`src/rtl/mem_access_unit.sv`:
```
// mem_access_unit: MEM-stage req/ack data-memory controller that stalls the pipeline while a transaction is outstanding.
// Optional MEM_ACCESS_STATS_EN adds stall_cnt_o and timeout_cnt_o statistics counters.
module mem_access_unit #(
  parameter int          TIMEOUT  = 16,
  parameter logic [31:0] ERR_DATA = 32'hDEADBEEF
) (
  input  logic        clk_i,
  input  logic        rst_i,
  input  logic        MemRead_i,
  input  logic        MemWrite_i,
  input  logic [31:0] Addr_i,
  input  logic [31:0] WriteData_i,
  output logic [31:0] MemData_o,
  output logic        stall_o,
  output logic        misalign_o,
  output logic        err_o,
  output logic        mem_req_o,
  output logic        mem_we_o,
  output logic [31:0] mem_addr_o,
  output logic [31:0] mem_wdata_o,
  input  logic        mem_ack_i,
  input  logic [31:0] mem_rdata_i
`ifdef MEM_ACCESS_STATS_EN
  ,
  output logic [31:0] stall_cnt_o,
  output logic [15:0] timeout_cnt_o
`endif
);
  localparam int CW = $clog2(TIMEOUT + 1);
  typedef enum logic [1:0] {S_IDLE, S_WAIT, S_DONE} state_t;
  state_t state;
  logic [CW-1:0] cnt;
  logic access, expire;
  assign access     = (MemRead_i | MemWrite_i) & (Addr_i[1:0] == 2'b00);
  assign misalign_o = (MemRead_i | MemWrite_i) & (Addr_i[1:0] != 2'b00);
  assign stall_o    = (state == S_IDLE & access) | (state == S_WAIT);
  assign expire     = (state == S_WAIT) & ~mem_ack_i & (cnt == CW'(TIMEOUT - 1));
  always_ff @(posedge clk_i) begin
    if (rst_i) begin
      state       <= S_IDLE;
      cnt         <= '0;
      MemData_o   <= '0;
      err_o       <= 1'b0;
      mem_req_o   <= 1'b0;
      mem_we_o    <= 1'b0;
      mem_addr_o  <= '0;
      mem_wdata_o <= '0;
    end else begin
      err_o <= 1'b0;
      case (state)
        S_IDLE: if (access) begin
          mem_addr_o  <= {Addr_i[31:2], 2'b00};
          mem_wdata_o <= WriteData_i;
          mem_we_o    <= MemWrite_i;
          mem_req_o   <= 1'b1;
          cnt         <= '0;
          state       <= S_WAIT;
        end
        S_WAIT: if (mem_ack_i) begin
          if (!mem_we_o) MemData_o <= mem_rdata_i;
          mem_req_o <= 1'b0;
          state     <= S_DONE;
        end else if (expire) begin
          MemData_o <= ERR_DATA;
          err_o     <= 1'b1;
          mem_req_o <= 1'b0;
          state     <= S_DONE;
        end else begin
          cnt <= cnt + 1'b1;
        end
        default: state <= S_IDLE;
      endcase
    end
  end
`ifdef MEM_ACCESS_STATS_EN
  always_ff @(posedge clk_i) begin
    if (rst_i) begin
      stall_cnt_o   <= '0;
      timeout_cnt_o <= '0;
    end else begin
      if (stall_o) stall_cnt_o <= stall_cnt_o + 1'b1;
      if (expire && timeout_cnt_o != 16'hFFFF) timeout_cnt_o <= timeout_cnt_o + 1'b1;
    end
  end
`endif
endmodule

```
`config.mk`:
```
export PLATFORM = sky130hd
export DESIGN_NAME = mem_access_unit
export DESIGN_NICKNAME = d
export VERILOG_FILES = /design/src/rtl/mem_access_unit.sv
export SDC_FILE = /design/constraint.sdc
export NUM_CORES = 1
export LEC_CHECK = 0
export ABC_AREA = 1
export ABC_CLOCK_PERIOD_IN_PS = 2090
export CAP_MARGIN = 40
export CORE_ASPECT_RATIO = 1.2
export CORE_MARGIN = 2
export CORE_UTILIZATION = 35
export DETAILED_ROUTE_END_ITERATION = 8
export PLACE_DENSITY = 0.71
export SYNTH_ARGS = -nofsm -noshare
export SYNTH_HDL_FRONTEND = slang
export SYNTH_SLANG_ARGS = --single-unit
```
`constraint.sdc`:
```
create_clock -name clk_i -period 2.09 [get_ports clk_i]
set_input_delay 0.5225 -clock clk_i [delete_from_list [all_inputs] [get_ports clk_i]]
set_output_delay 0.5225 -clock clk_i [all_outputs]
set_load 0.02 [all_outputs]
```
==> flow_metrics.py, run 1 <==
metrics = {
    "clock_tree": {
        "worstSkewPairLatency_ns": 0.34,
        "cts_root_buf": "clkbuf_16",
        "clkSinkCount": 104,
        "clk_pin_slew_ns": 0.06,
        "cts_tree": "yes",
        "postCtsSetupRepairBufs": 0,
        "htree_levels": 3,
        "numCtsBuffers": 9,
        "clockBufferDepth": 2,
    },
    "floorplanning": {
        "rows": 43,
        "initial_core_util_pct": 35.7,
        "die_area_mm2": 0.0126,
        "die_h_um": 122,
        "boundaryPins": 202,
        "core-area_mm2": 0.0115,
        "die_w_um": 103,
    },
    "sta": {
        "setup_viol": 0,
        "tightest_slew_ns": 0.667,
        "hold_viol_final": 0,
        "finClkSkew_ns": 0.00914,
        "slew_headroom_pct": 55.6,
        "drv_slew": 0,
        "holdWs_ns": 0.462,
        "finalSetupTns_ns": 0,
        "layout_min_cycle_time_ns": 2.06,
        "max_freq_mhz": 485,
        "rsz0062_at_grt": "false",
        "period_share_pct": 98.6,
    },
    "global_routing": {
        "grt_usage_pct": 19.4,
        "grt_pass1_vias": 4111,
        "grt_max_degree": 68,
        "antenna_found_initial": 0,
        "grt_remaining_overflow": 0,
        "grt_pass1_wl_mm": 19.6,
    },
    "synth": {
        "netlist_area_mm2": 0.00409,
        "synth_top_area_cell": "dfxtp_1",
        "synth_top_cell_area_share_pct": 50.9,
        "synth_compound_area_share_pct": 16.5,
        "ys_seq_area_share_pct": 50.9,
        "ys_types": 19,
        "avgSynthCellArea_um2": 8.12,
        "muxShareOfSynthArea_pct": 0,
        "synthAdderAreaFrac_pct": 0.611,
        "ys_warn_count": 0,
        "yosys.area_share.xor_xnor_pct": 0,
        "synthSimpleGateAreaFrac_pct": 24.5,
        "synthTopCellsByArea": "dfxtp_1 51%, a21oi_1 12%, nand4_1 11%, nand2_1 10%, o211ai_1 4.4%",
        "synthCells": 504,
        "ys_seq_elements": 104,
        "synth_top_family_by_area": "simple AND/OR/NAND/NOR gates",
    },
    "worst_setup_path": {
        "critical_path.startpoint_type": "primary input",
        "rr_endpoint": "MemData_o[8]",
        "critPathMaxFanout": 2,
        "reg2reg_from": "cnt[0]",
        "cp-end-kind": "output pin",
        "cp.required_ns": 1.57,
        "reg2reg_depth": 10,
        "r2r_setup_slack_ns": 0.32,
        "crit_type": "in2out",
        "cp.arrival_ns": 1.54,
    },
    "worst_hold_path": {
        "holdCritStartpoint": "MemData_o[2]",
        "min_to": "MemData_o[2]",
        "hold_class": "reg2reg",
        "worstHoldPathCells": 2,
    },
    "power": {
        "p_clk_share_pct": 35.5,
        "p_int_mw": 3.26,
        "swShare_pct": 25.8,
        "comb_power_share_pct": 16.8,
        "leakagePower_nw": 2.22,
        "power_density_mw_per_mm2": 681,
        "peakVddDrop_mv": 0.492,
        "p_sw_mw": 1.13,
        "finalPower_mw": 4.40,
        "p_seq_share_pct": 47.7,
    },
    "finish": {
        "num_antenna_cells": 0,
        "post-route-util_pct": 56.3,
        "area_growth_pct": 57.7,
        "final_nets": 780,
        "instances_no_fill": 839,
        "drive_gt1_share_pct": 5.87,
    },
    "outcome": {
        "outcome": "complete, no violations",
    },
    "job": {
        "drv_cap": 0,
    },
    "routing": {
        "drc": 0,
        "drt_wl_total_mm": 12.7,
        "num_vias": 4323,
        "ant_nets": 0,
        "dr.pass1.iters": 4,
        "wl_per_cell_um": 15.2,
        "viasPerCell": 5.15,
        "drt_iter0_markers": 252,
    },
    "placed_design": {
        "dp.cells": 823,
        "detailed_place_hpwl_mm": 8.66,
        "place_congestion": 0.780,
        "io_buffers": 199,
    },
}
==> per-layer routing <==
metal	track usage (%)	up-vias	share of wire (%)
li1	-	2107	-
met1	23.8	2024	42
met3	5.58	21	8.2
met5	0	-	0
met2	32.5	171	47
met4	6.83	0	2.2
==> layout make-up <==
class                           count  area (um2)
Sequential cell                   104        2080
Fill cell                        1056        5000
Tap cell                          157         196
Inverter                           16        60.1
Clock inverter                      5        31.3
Timing Repair Buffer              211        2130
Multi-Input combinational cell    335        1720
Clock buffer                       11         243
==> per-stage QoR <==
stage | setup slack, ns | area (um2)
global route | 0.00881 | 6460
finish | 0.0287 | 6460
CTS | 0.0167 | 6460
global placement | -0.410 | 6190
floorplan | 0.317 | 4100
detailed placement | -0.413 | 6190
==> logic make-up (layout without fill, tap and decap cells) <==
family                   after synthesis  count (layout)
AO/OA/AOI/OAI                        123             123
adder cells (fa/ha/maj)                2               2
buffers and inverters                 66             243
flip-flops                           104             104
other                                  1               2
AND/OR/NAND/NOR                      208             208
==> worst max-delay path, stage by stage <==
cell,delay (ns)
clkdlybuf4s50_1,0.53
inv_1,0.09
nand2_2,0.08
nand3_2,0.10
nand2_1,0.08
buf_4,0.14
==> state kept, by name (all words and copies together), names as in the netlist <==
name         count
cnt              5
state            2
mem_wdata_o     32
err_o            1
mem_addr_o      30
MemData_o       32
mem_we_o         1
mem_req_o        1
==> power groups by stage <==
stage               sequential [mW]  combinational, mW  clock (mW)
floorplan                      2.23              0.249           0
global placement               2.14              0.733           0
detailed placement             2.14              0.742           0
CTS                            2.10              0.743        1.61
global route                   2.10              0.794        1.68
finish                         2.10              0.740        1.56
==> timing repair <==
| item | CTS | global route |
|---|---|---|
| gates cloned | 0 | 0 |
| gates resized for setup | 7 | 3 |
| setup endpoints to repair | 2 | 6 |
| hold buffers | 0 | 0 |
==> cells in the mapped netlist (all sizes together) <==
| master | instances |
|---|---|
| ha | 2 |
| nand2 | 116 |
| inv | 16 |
| a21oi | 99 |
| nor2 | 11 |
| o211ai | 24 |
| nand3 | 9 |
| conb | 1 |
| clkbuf | 25 |
| nand4 | 71 |
| buf | 25 |
| nor3 | 1 |
| dfxtp | 104 |
==> cells in the final DEF (no fill, tap or decap), types with 2 or more instances in the layout <==
cell type and instances:
a21oi_1 99, buf_12 4, buf_4 9, clkbuf_16 9, clkdlybuf4s50_1 196, clkinv_2 3
conb_1 2, dfxtp_1 104, ha_1 2, inv_1 15, nand2_1 111, nand2_2 5
nand3_1 8, nand4_1 71, nor2_1 8, nor2_4 3, o211ai_1 24
==> worst max path at each step <==
| stage | start | to | slack [ns] |
|---|---|---|---|
| global route | MemWrite_i | stall_o | 0.009 |
| global placement | MemWrite_i | stall_o | -0.41 |
| detailed placement | MemWrite_i | stall_o | -0.41 |
| finish | MemWrite_i | stall_o | 0.03 |
| floorplan | MemRead_i | stall_o | 0.32 |
| CTS | MemWrite_i | misalign_o | 0.02 |
(Power assumes the default switching activity.)
==> inputs of run 2 (changes only) <==
--- a/config.mk
+++ b/config.mk
@@ -6,11 +6,11 @@
 export NUM_CORES = 1
 export LEC_CHECK = 0
 export ABC_AREA = 1
-export ABC_CLOCK_PERIOD_IN_PS = 2090
 export CAP_MARGIN = 40
 export CORE_ASPECT_RATIO = 1.2
 export CORE_MARGIN = 2
 export CORE_UTILIZATION = 35
+export CTS_CLUSTER_SIZE = 12
 export DETAILED_ROUTE_END_ITERATION = 8
 export PLACE_DENSITY = 0.71
 export SYNTH_ARGS = -nofsm -noshare
==> results of run 2 <==
The final DEF is identical to that of run 1; final timing and power are the same.
